### src/rtl/program_control_stack.sv
// ---------------------------------------------------------------------------
// program_control_stack
//
// Front-end program-control unit: writable instruction memory, program
// counter, jump / jump-register / branch sequencing, a call/return address
// stack and a SUSPENDED / RUN / HALTED state machine.
//
// Ports
//   clk               rising-edge clock
//   reset             asynchronous active-low reset
//   suspendEnable     1 = suspend the PC and allow memory writes
//   writeEnable       memory write strobe (only acts while SUSPENDED)
//   writeAddress      memory write address
//   writeInstruction  memory write data
//   jump              absolute jump to instruction[ADDR_WIDTH-1:0]
//   jumpReg           jump to jumpRegAddr[ADDR_WIDTH-1:0]
//   jumpRegAddr       register jump target
//   branch            conditional relative branch
//   negative          branch condition flag
//   call              push return address, jump to instruction[ADDR_WIDTH-1:0]
//   ret               pop return address into the PC
//   instruction       mem[pc], combinational read
//   pc                current program counter
//   stackCount        number of valid return-stack entries
//   stackOverflow     sticky: call issued while the stack was full
//   stackUnderflow    sticky: ret issued while the stack was empty
//   halted            high in the HALTED state
// ---------------------------------------------------------------------------
module program_control_stack #(
    parameter int                    DATA_WIDTH   = 32,
    parameter int                    ADDR_WIDTH   = 7,
    parameter int                    BR_OFF_WIDTH = 7,
    parameter int                    STACK_DEPTH  = 4,
    parameter logic [DATA_WIDTH-1:0] HALT_WORD    = 32'hFFFFFFFF
) (
    input  logic                               clk,
    input  logic                               reset,
    input  logic                               suspendEnable,
    input  logic                               writeEnable,
    input  logic [ADDR_WIDTH-1:0]              writeAddress,
    input  logic [DATA_WIDTH-1:0]              writeInstruction,
    input  logic                               jump,
    input  logic                               jumpReg,
    input  logic [DATA_WIDTH-1:0]              jumpRegAddr,
    input  logic                               branch,
    input  logic                               negative,
    input  logic                               call,
    input  logic                               ret,
    output logic [DATA_WIDTH-1:0]              instruction,
    output logic [ADDR_WIDTH-1:0]              pc,
    output logic [$clog2(STACK_DEPTH+1)-1:0]   stackCount,
    output logic                               stackOverflow,
    output logic                               stackUnderflow,
    output logic                               halted
);

    localparam int CNT_W     = $clog2(STACK_DEPTH + 1);
    localparam int SP_W      = (STACK_DEPTH > 1) ? $clog2(STACK_DEPTH) : 1;
    localparam int MEM_DEPTH = 1 << ADDR_WIDTH;

    typedef enum logic [1:0] {
        S_SUSPENDED = 2'd0,
        S_RUN       = 2'd1,
        S_HALTED    = 2'd2
    } state_t;

    state_t                   r_state;
    state_t                   w_state_next;

    logic [DATA_WIDTH-1:0]    r_mem [0:MEM_DEPTH-1];
    logic [ADDR_WIDTH-1:0]    r_stack [0:STACK_DEPTH-1];

    logic [ADDR_WIDTH-1:0]    r_pc;
    logic [ADDR_WIDTH-1:0]    w_pc_next;
    logic [ADDR_WIDTH-1:0]    w_pc_inc;
    logic [ADDR_WIDTH-1:0]    w_br_target;
    logic signed [BR_OFF_WIDTH-1:0] w_br_off;

    logic [CNT_W-1:0]         r_count;
    logic [CNT_W-1:0]         w_count_next;
    logic [SP_W-1:0]          w_push_idx;
    logic [SP_W-1:0]          w_top_idx;
    logic                     w_push;

    logic                     r_ovf;
    logic                     r_unf;
    logic                     w_ovf_set;
    logic                     w_unf_set;

    // Only the low ADDR_WIDTH bits of the register target are meaningful.
    logic                     w_unused;
    assign w_unused = ^jumpRegAddr;

    assign instruction = r_mem[r_pc];

    // All PC arithmetic is modulo 2^ADDR_WIDTH; the size cast sign-extends
    // (or truncates) the branch offset to the PC width.
    assign w_pc_inc    = r_pc + ADDR_WIDTH'(1);
    assign w_br_off    = instruction[BR_OFF_WIDTH-1:0];
    assign w_br_target = w_pc_inc + ADDR_WIDTH'(w_br_off);

    // Push writes the slot just above the current top; pop reads the top.
    // Both are only used when the count guarantees the index is in range.
    assign w_push_idx  = SP_W'(r_count);
    assign w_top_idx   = SP_W'(r_count - CNT_W'(1));

    // Next-state, PC sequencing and stack control.
    always_comb begin
        w_state_next = r_state;
        w_pc_next    = r_pc;
        w_count_next = r_count;
        w_push       = 1'b0;
        w_ovf_set    = 1'b0;
        w_unf_set    = 1'b0;

        case (r_state)
            S_SUSPENDED: begin
                if (!suspendEnable) begin
                    w_state_next = S_RUN;
                end
            end

            S_RUN: begin
                if (suspendEnable) begin
                    w_state_next = S_SUSPENDED;
                end else if (instruction == HALT_WORD) begin
                    // Halt word freezes the PC; no control input acts.
                    w_state_next = S_HALTED;
                end else if (jumpReg) begin
                    w_pc_next = jumpRegAddr[ADDR_WIDTH-1:0];
                end else if (call) begin
                    if (r_count < CNT_W'(STACK_DEPTH)) begin
                        w_push       = 1'b1;
                        w_count_next = r_count + CNT_W'(1);
                    end else begin
                        w_ovf_set = 1'b1;
                    end
                    w_pc_next = instruction[ADDR_WIDTH-1:0];
                end else if (ret) begin
                    if (r_count != '0) begin
                        w_pc_next    = r_stack[w_top_idx];
                        w_count_next = r_count - CNT_W'(1);
                    end else begin
                        w_pc_next = w_pc_inc;
                        w_unf_set = 1'b1;
                    end
                end else if (jump) begin
                    w_pc_next = instruction[ADDR_WIDTH-1:0];
                end else if (branch && negative) begin
                    w_pc_next = w_br_target;
                end else begin
                    w_pc_next = w_pc_inc;
                end
            end

            S_HALTED: begin
                if (suspendEnable) begin
                    w_state_next = S_SUSPENDED;
                    w_pc_next    = '0;
                end
            end

            default: begin
                w_state_next = S_SUSPENDED;
            end
        endcase
    end

    // Control state with asynchronous reset.
    always_ff @(posedge clk or negedge reset) begin
        if (!reset) begin
            r_state <= S_SUSPENDED;
            r_pc    <= '0;
            r_count <= '0;
            r_ovf   <= 1'b0;
            r_unf   <= 1'b0;
        end else begin
            r_state <= w_state_next;
            r_pc    <= w_pc_next;
            r_count <= w_count_next;
            r_ovf   <= r_ovf | w_ovf_set;
            r_unf   <= r_unf | w_unf_set;
        end
    end

    // Instruction memory: contents survive reset, writable only while
    // suspended.
    always_ff @(posedge clk) begin
        if ((r_state == S_SUSPENDED) && writeEnable) begin
            r_mem[writeAddress] <= writeInstruction;
        end
    end

    // Return-address storage; entries above the count are don't-care.
    always_ff @(posedge clk) begin
        if (w_push) begin
            r_stack[w_push_idx] <= w_pc_inc;
        end
    end

    assign pc             = r_pc;
    assign stackCount     = r_count;
    assign stackOverflow  = r_ovf;
    assign stackUnderflow = r_unf;
    assign halted         = (r_state == S_HALTED);

endmodule

### config.mk
export PLATFORM = sky130hd
export DESIGN_NAME = program_control_stack
export DESIGN_NICKNAME = d
export VERILOG_FILES = /design/src/rtl/program_control_stack.sv
export SDC_FILE = /design/constraint.sdc
export NUM_CORES = 2
export LEC_CHECK = 0
export BUFFER_PORTS_ARGS = -buffer_cell sky130_fd_sc_hd__buf_2
export CAP_MARGIN = 20
export CORE_MARGIN = 5
export CORE_UTILIZATION = 35
export CTS_CLUSTER_SIZE = 25
export DETAILED_ROUTE_END_ITERATION = 16
export GPL_ROUTABILITY_DRIVEN = 0
export GPL_TIMING_DRIVEN = 0
export PLACE_DENSITY_LB_ADDON = 0.25
export SYNTH_ARGS = -nofsm -noshare
export SYNTH_HDL_FRONTEND = slang
export SYNTH_MEMORY_MAX_BITS = 65536
export SYNTH_SLANG_ARGS = --single-unit
### constraint.sdc
create_clock -name clk -period 6.87 [get_ports clk]
set_input_delay 1.374 -clock clk [delete_from_list [all_inputs] [get_ports clk]]
set_output_delay 1.374 -clock clk [all_outputs]
set_load 0.05 [all_outputs]
-- Word level (Yosys, flattened, before mapping)
Memories as Yosys holds them, arrays and structs flattened.
Index checks and enable logic that the tools add are counted.
- flip-flop bits (word level): 14
- RAM bits: 4124
- bits of input ports: 81
- word-level logic and storage cells: 78
- memories: 2
- memory list (name ; depth ; width ; read ports ; clocked after memory_dff ; write ports ; line ; RTL):
    r_mem ; 128 ; 32 ; 1 ; 0 ; 1 ; 70 ; logic [DATA_WIDTH-1:0] r_mem [0:MEM_DEPTH-1];
    r_stack ; 4 ; 7 ; 1 ; 0 ; 1 ; 71 ; logic [ADDR_WIDTH-1:0] r_stack [0:STACK_DEPTH-1];
- add/subtract/negate cells: 4
- $lt $le $gt $ge: 1
- equal/unequal tests: 9
- mux-type cells: 42
- bitwise operators: 5
- reductions and logical operators: 10
- operators with widths (kind ; count):
    7-bit two-way mux ; 9
    32-bit equality test, second input constant ; 1
    1-bit two-way mux ; 23
    7-bit one-hot mux with 2 select lines ; 1
    3-bit two-way mux ; 4
    2-bit two-way mux ; 4
    2-bit inequality test, second input constant ; 4
    7-bit by 1-bit adder with 7-bit output, second input constant ; 1
    7-bit adder ; 1
    7-bit AND reduction ; 1
    2-bit one-hot mux with 3 select lines ; 1
    2-bit nonzero test ; 3
    4-bit AND reduction ; 1
    3-bit by 1-bit adder with 3-bit output, second input constant ; 1
    3-bit less-than comparator, second input constant ; 1
    3-bit inequality test, second input constant ; 1
    1-bit inverter ; 3
    3-bit AND reduction ; 1
    3-bit nonzero test ; 1
    3-bit by 1-bit subtractor with 3-bit output, second input constant ; 1
    2-bit by 1-bit equality test with 1-bit output, second input constant ; 1
    2-bit equality test, second input constant ; 1
    1-bit logical AND ; 2
    2-bit logical NOT ; 1
    2 further kinds ; 3

-- Logic depth before layout (Yosys ltp)
- word-level depth: 10
- mapped depth: 25

-- Least setup slack after synthesis
OpenSTA, ideal clock, no wires.
- path kind: register to register
- from: reg r_pc[1], in the netlist pc[1]
- to: reg r_pc[6], in the netlist pc[6]
- setup time: 0.148 ns
- arrival: 5.563 ns
- required time: 6.722 ns
- path slack: 1.159 ns
- stages on the path, launching flop included: 18
- path buffers: 4
- path through: dfrtp_1 buf_4 buf_4 buf_4 buf_4 mux4_2 mux4_2 o22ai_1 nor4_1 ha_1 nand2_1 o21ai_0 mux2_2 o21a_1 o21ai_0 o21ai_0 o22ai_1 o32ai_1
- word-level cells in the longest chain between the ends: 10
- ends and longest elaborated chain (item ; line ; RTL):
    from (decl) ; 73 ; logic [ADDR_WIDTH-1:0] r_pc;
    from (signal assigned) ; 179 ; r_pc <= w_pc_next;
    memory 128 x 32 bit (*) ; n/a ;
    named net instruction[4] ; 49 ; output logic [DATA_WIDTH-1:0] instruction,
    7-bit adder ; 100 ; assign w_br_target = w_pc_inc + ADDR_WIDTH'(w_br_off);
    7-bit two-way mux ; 149 ; end else if (branch && negative) begin
    7-bit two-way mux ; 147 ; end else if (jump) begin
    7-bit two-way mux ; 139 ; end else if (ret) begin
    7-bit two-way mux ; 131 ; end else if (call) begin
    7-bit two-way mux ; 129 ; end else if (jumpReg) begin
    7-bit two-way mux ; 126 ; end else if (instruction == HALT_WORD) begin
    7-bit two-way mux ; 124 ; if (suspendEnable) begin
    7-bit one-hot mux with 2 select lines ; 116 ; case (r_state)
The timed path passes the listed nets; every way through them passes the cells marked *. The select of a mux whose other input is x is not followed.
A chain may end at the register's enable or synchronous reset.

-- Worst setup path in the final report
- from: reg r_pc[0], in the netlist pc[0]
- to: out instruction[19]
- word-level cells in the longest chain between the ends: 1
- ends and longest elaborated chain (item ; line):
    memory 128 x 32 bit ; n/a
    to (decl) ; 49
No other way between the ends.

==> results by group <==
Logic synthesis
  • Synth Net Count: 7,303
  • Most used standard cell by instance count after synthesis: sky130_fd_sc_hd__edfxtp_1
  • Seq/Total Area, Yosys: 77.6%
  • Count of cell types in the netlist: 74
  • Synthesized area divided by synthesized cell count: 22.2 sq um
  • Top post-synthesis cells by area: sky130_fd_sc_hd__edfxtp_1, sky130_fd_sc_hd__mux4_2, sky130_fd_sc_hd__mux2i_1, sky130_fd_sc_hd__a22oi_1, sky130_fd_sc_hd__nand2_1
  • Leading cell types by count after synthesis: sky130_fd_sc_hd__edfxtp_1, sky130_fd_sc_hd__mux4_2, sky130_fd_sc_hd__mux2i_1
  • Most used DFF post-synth: sky130_fd_sc_hd__edfxtp_1
  • Cell taking the most area after synthesis: sky130_fd_sc_hd__edfxtp_1
  • Post-synthesis register bit count: 4,138
  • Post-synth EDFFs: 4,124
  • Post-Synthesis Cells: 7,209
  • Number of warnings printed during yosys synthesis: 0
  • Share of synthesized registers carrying an async set or reset: 0.338%
  • Proportion of netlist area held by the largest area contributor: 77.4%
  • Synth Cell Area: 160,000 sq um

CTS
  • CTS tree: yes
  • Max Buffers Root-to-Sink: 4
  • Clock Latency Late Sink: 0.97 ns
  • Cell chosen for the clock root: sky130_fd_sc_hd__clkbuf_16
  • Clock sink count: 4,138
  • Clock buffer count from CTS: 416
  • Post-CTS clock slew at the launch and capture registers of the worst setup and hold paths: 0.06 ns
  • Level count of the clock H-tree: 5

Global routing
  • Number of antenna violations at the first check in global routing: 78
  • Maximum number of pins on one net before global-route repair: 129
  • All-layer global routing usage: 30.0%
  • Global-route wire length before repair: 916,000 um
  • Number of global-route vias before repair: 87,100
  • Global-route congestion overflow total: 0

Status
  • Outcome: finished with violations
  • Violations in the final reports: negative setup slack

Route
  • DRC errors left: 0
  • Wirelength per Cell: 49.7 um
  • Routed wire length: 726,000 um
  • Post-detailed-route count of antenna-violating nets: 0
  • Post-detailed-route via-to-cell ratio: 6.54
  • Via count: 95,400
  • Iter 0 DRT Violations: 19,800
  • First-pass iteration count of the detailed router: 7

Timing
  • Final Hold Vio Count: 0
  • Tightest Pin Transition: 1.30 ns
  • RSZ-0062 raised after global routing: no
  • TNS Setup: -0.969 ns
  • Final worst hold slack: 0.296 ns
  • Portion of the clock cycle consumed by the worst path in the final layout: 103%
  • Maximum clock frequency: 0.141 GHz
  • Final Worst Setup Slack: -0.229 ns
  • Final setup violation count: 14
  • Clock period minus worst slack: 7.10 ns
  • Setup clock skew after layout: 0.0544 ns
  • Max-Slew Margin vs Limit: 13.0%
  • Final number of max-transition violations: 0

Power
  • Part of the total power dissipated in combinational logic: 24.0%
  • Power Dens Cells: 348 nW/um^2
  • Peak VDD IR: 0.271 mV
  • Portion of total power attributed to the clock network: 34.5%
  • Sequential share of power: 41.5%
  • Power Internal: 46,100 uW
  • Switching Share: 31.4%
  • Leakage power: 0.0606 uW
  • Net switching power: 21,200 uW

Min path
  • Min-Delay Path Class: primary input to asynchronous set/reset pin

Setup path
  • Setup CP Type: register to output port
  • Worst flop-to-flop path startpoint: pc[0]$_DFFE_PN0P_
  • CP endpoint: instruction[19]
  • Arrival time at the worst endpoint: 5.73 ns
  • Reg2reg path depth: 25
  • Setup slack of the most critical reg-to-reg path: 0.05 ns
  • Highest fanout seen on the critical path: 19
  • Required time worst endpoint: 5.50 ns
  • Crit path launch: pc[0]$_DFFE_PN0P_
  • Worst setup SP type: register
  • Sort of element at the end of the critical path: output port
  • Endpoint of the most critical register-to-register path: pc[6]$_DFFE_PN0P_

Job
  • Maximum Capacitance Violations: 0

Floorplan
  • Initial cell density of the core: 35.1%
  • Die area: 471,000 sq um
  • # IOs: 126
  • Core region area: 456,000 sq um
  • Die outline width: 686 um
  • Chip height: 686 um
  • Placement Rows: 248

Placed design
  • Port buffer count: 98
  • Sum of net half-perimeters after detailed placement: 509,000 um

Layout
  • Area growth from synthesis to layout: 20.8%
  • Filler instances: 38,700
  • Storage cell area: 124,000 sq um
  • Total number of nets in the final design: 8,291
  • Area used by multi-input combinational logic: 34,500 sq um
  • Share of post-route cells with drive strength above 1: 31.4%
[how the worst min path moves through the flow]
| stage | start | endpoint | slack [ns] | cells past startpoint |
|---|---|---|---|---|
| finish | reset | pc[6]$_DFFE_PN0P_ | 0.30 | 1 |
| global route | reset | stackCount[2]$_DFFE_PN0P_ | 0.33 | 1 |
| CTS | reset | r_state[1]$_DFFE_PN0P_ | 0.27 | 1 |
| detailed placement | stackUnderflow$_DFF_PN0_ | stackUnderflow$_DFF_PN0_ | 0.45 | 1 |
| global placement | stackUnderflow$_DFF_PN0_ | stackUnderflow$_DFF_PN0_ | 0.44 | 1 |
| floorplan | r_state[0]$_DFFE_PN0P_ | r_state[0]$_DFFE_PN0P_ | 0.51 | 1 |
[through the flow]
stage	util, %	cell area, sq um	std cells	total power [uW]	setup slack (ns)
floorplan	-	160000	7209	36000	1.16
global placement	36.9	168000	13300	43000	-3.31
detailed placement	39.2	179000	13800	43500	-1.64
CTS	42.3	193000	14500	66500	-0.00975
global route	42.4	193000	14600	68200	0.00136
finish	42.4	193000	14600	67300	-0.229
[state kept, by name, indices dropped and copies added (netlist names)]
| signal | count |
|---|---|
| r_stack | 28 |
| r_mem | 4096 |
| stackOverflow | 1 |
| pc | 7 |
| r_state | 2 |
| stackCount | 3 |
| stackUnderflow | 1 |
[cells in the final DEF (no fill, tap or decap), types with 133 or more instances in the layout]
cell,instances
sky130_fd_sc_hd__a22oi_1,145
sky130_fd_sc_hd__buf_12,313
sky130_fd_sc_hd__buf_4,175
sky130_fd_sc_hd__clkbuf_1,147
sky130_fd_sc_hd__clkbuf_16,421
sky130_fd_sc_hd__edfxtp_1,4124
sky130_fd_sc_hd__mux2i_1,399
sky130_fd_sc_hd__mux4_2,966
sky130_fd_sc_hd__nand2_1,284
sky130_fd_sc_hd__nor2_4,133
[final cells by class]
cell class	instances	share of cell area (%)
antenna	53	0.0686
buffer	392	1.56
clock buffer	512	5.63
clock inverter	258	1.41
inverter	28	0.0557
multi-input combinational	2647	17.8
sequential	4138	64.2
tap	6000	3.88
timing repair buffer	574	5.33
[worst max-delay path, stage by stage, from the launching register on]
cell and delay [ns]:
sky130_fd_sc_hd__dfrtp_1 0.45, sky130_fd_sc_hd__buf_12 0.21, sky130_fd_sc_hd__buf_6 0.24, sky130_fd_sc_hd__buf_12 0.24, sky130_fd_sc_hd__buf_8 0.21, sky130_fd_sc_hd__buf_6 0.41, sky130_fd_sc_hd__buf_4 0.50, sky130_fd_sc_hd__nand2_1 0.40
sky130_fd_sc_hd__a311oi_2 0.62, sky130_fd_sc_hd__o221ai_1 0.23, sky130_fd_sc_hd__nand4_1 0.60, sky130_fd_sc_hd__buf_2 0.51
[what timing repair did]
| action | in CTS | in global routing |
|---|---|---|
| endpoints found under the setup margin | 71 | 18 |
| gates cloned | 0 | 0 |
| gates resized for setup | 199 | 22 |
| buffers inserted | 13 | 1 |
| pin swaps | 6 | 1 |
| hold buffers | 0 | 0 |
[layer usage]
metal	up-vias	global-route usage, %	wire length, um
li1	32700	-	-
met1	51100	37.0	246000
met2	9266	42.9	308000
met3	2366	12.4	109000
met4	36	20.5	61700
met5	-	0	496
[cells by family (layout without fill, tap and decap cells)]
| group | count (synthesis) | count (layout) | share of synthesized area [%] |
|---|---|---|---|
| xor gates and xnor gates | 11 | 11 | 0.0602 |
| adders and majority gates | 13 | 13 | 0.106 |
| muxes | 1389 | 1389 | 16.3 |
| DFF | 4138 | 4138 | 77.6 |
| and+or+nand+nor | 689 | 689 | 1.91 |
| other | 0 | 53 | 0 |
| buffers and inverters | 424 | 1764 | 1.70 |
| AOI/OAI and AO/OA | 545 | 545 | 2.38 |
[power by group through the flow]
stage          sequential (uW)  clock [uW]  combinational [uW]
6_report                 27900       23200               16200
5_1_grt                  27900       24200               16100
4_1_cts                  27900       23200               15500
3_5_place_dp             28400           0               15100
3_3_place_gp             28500           0               14500
2_1_floorplan            28500           0                7500
(Power assumes the default switching activity.)
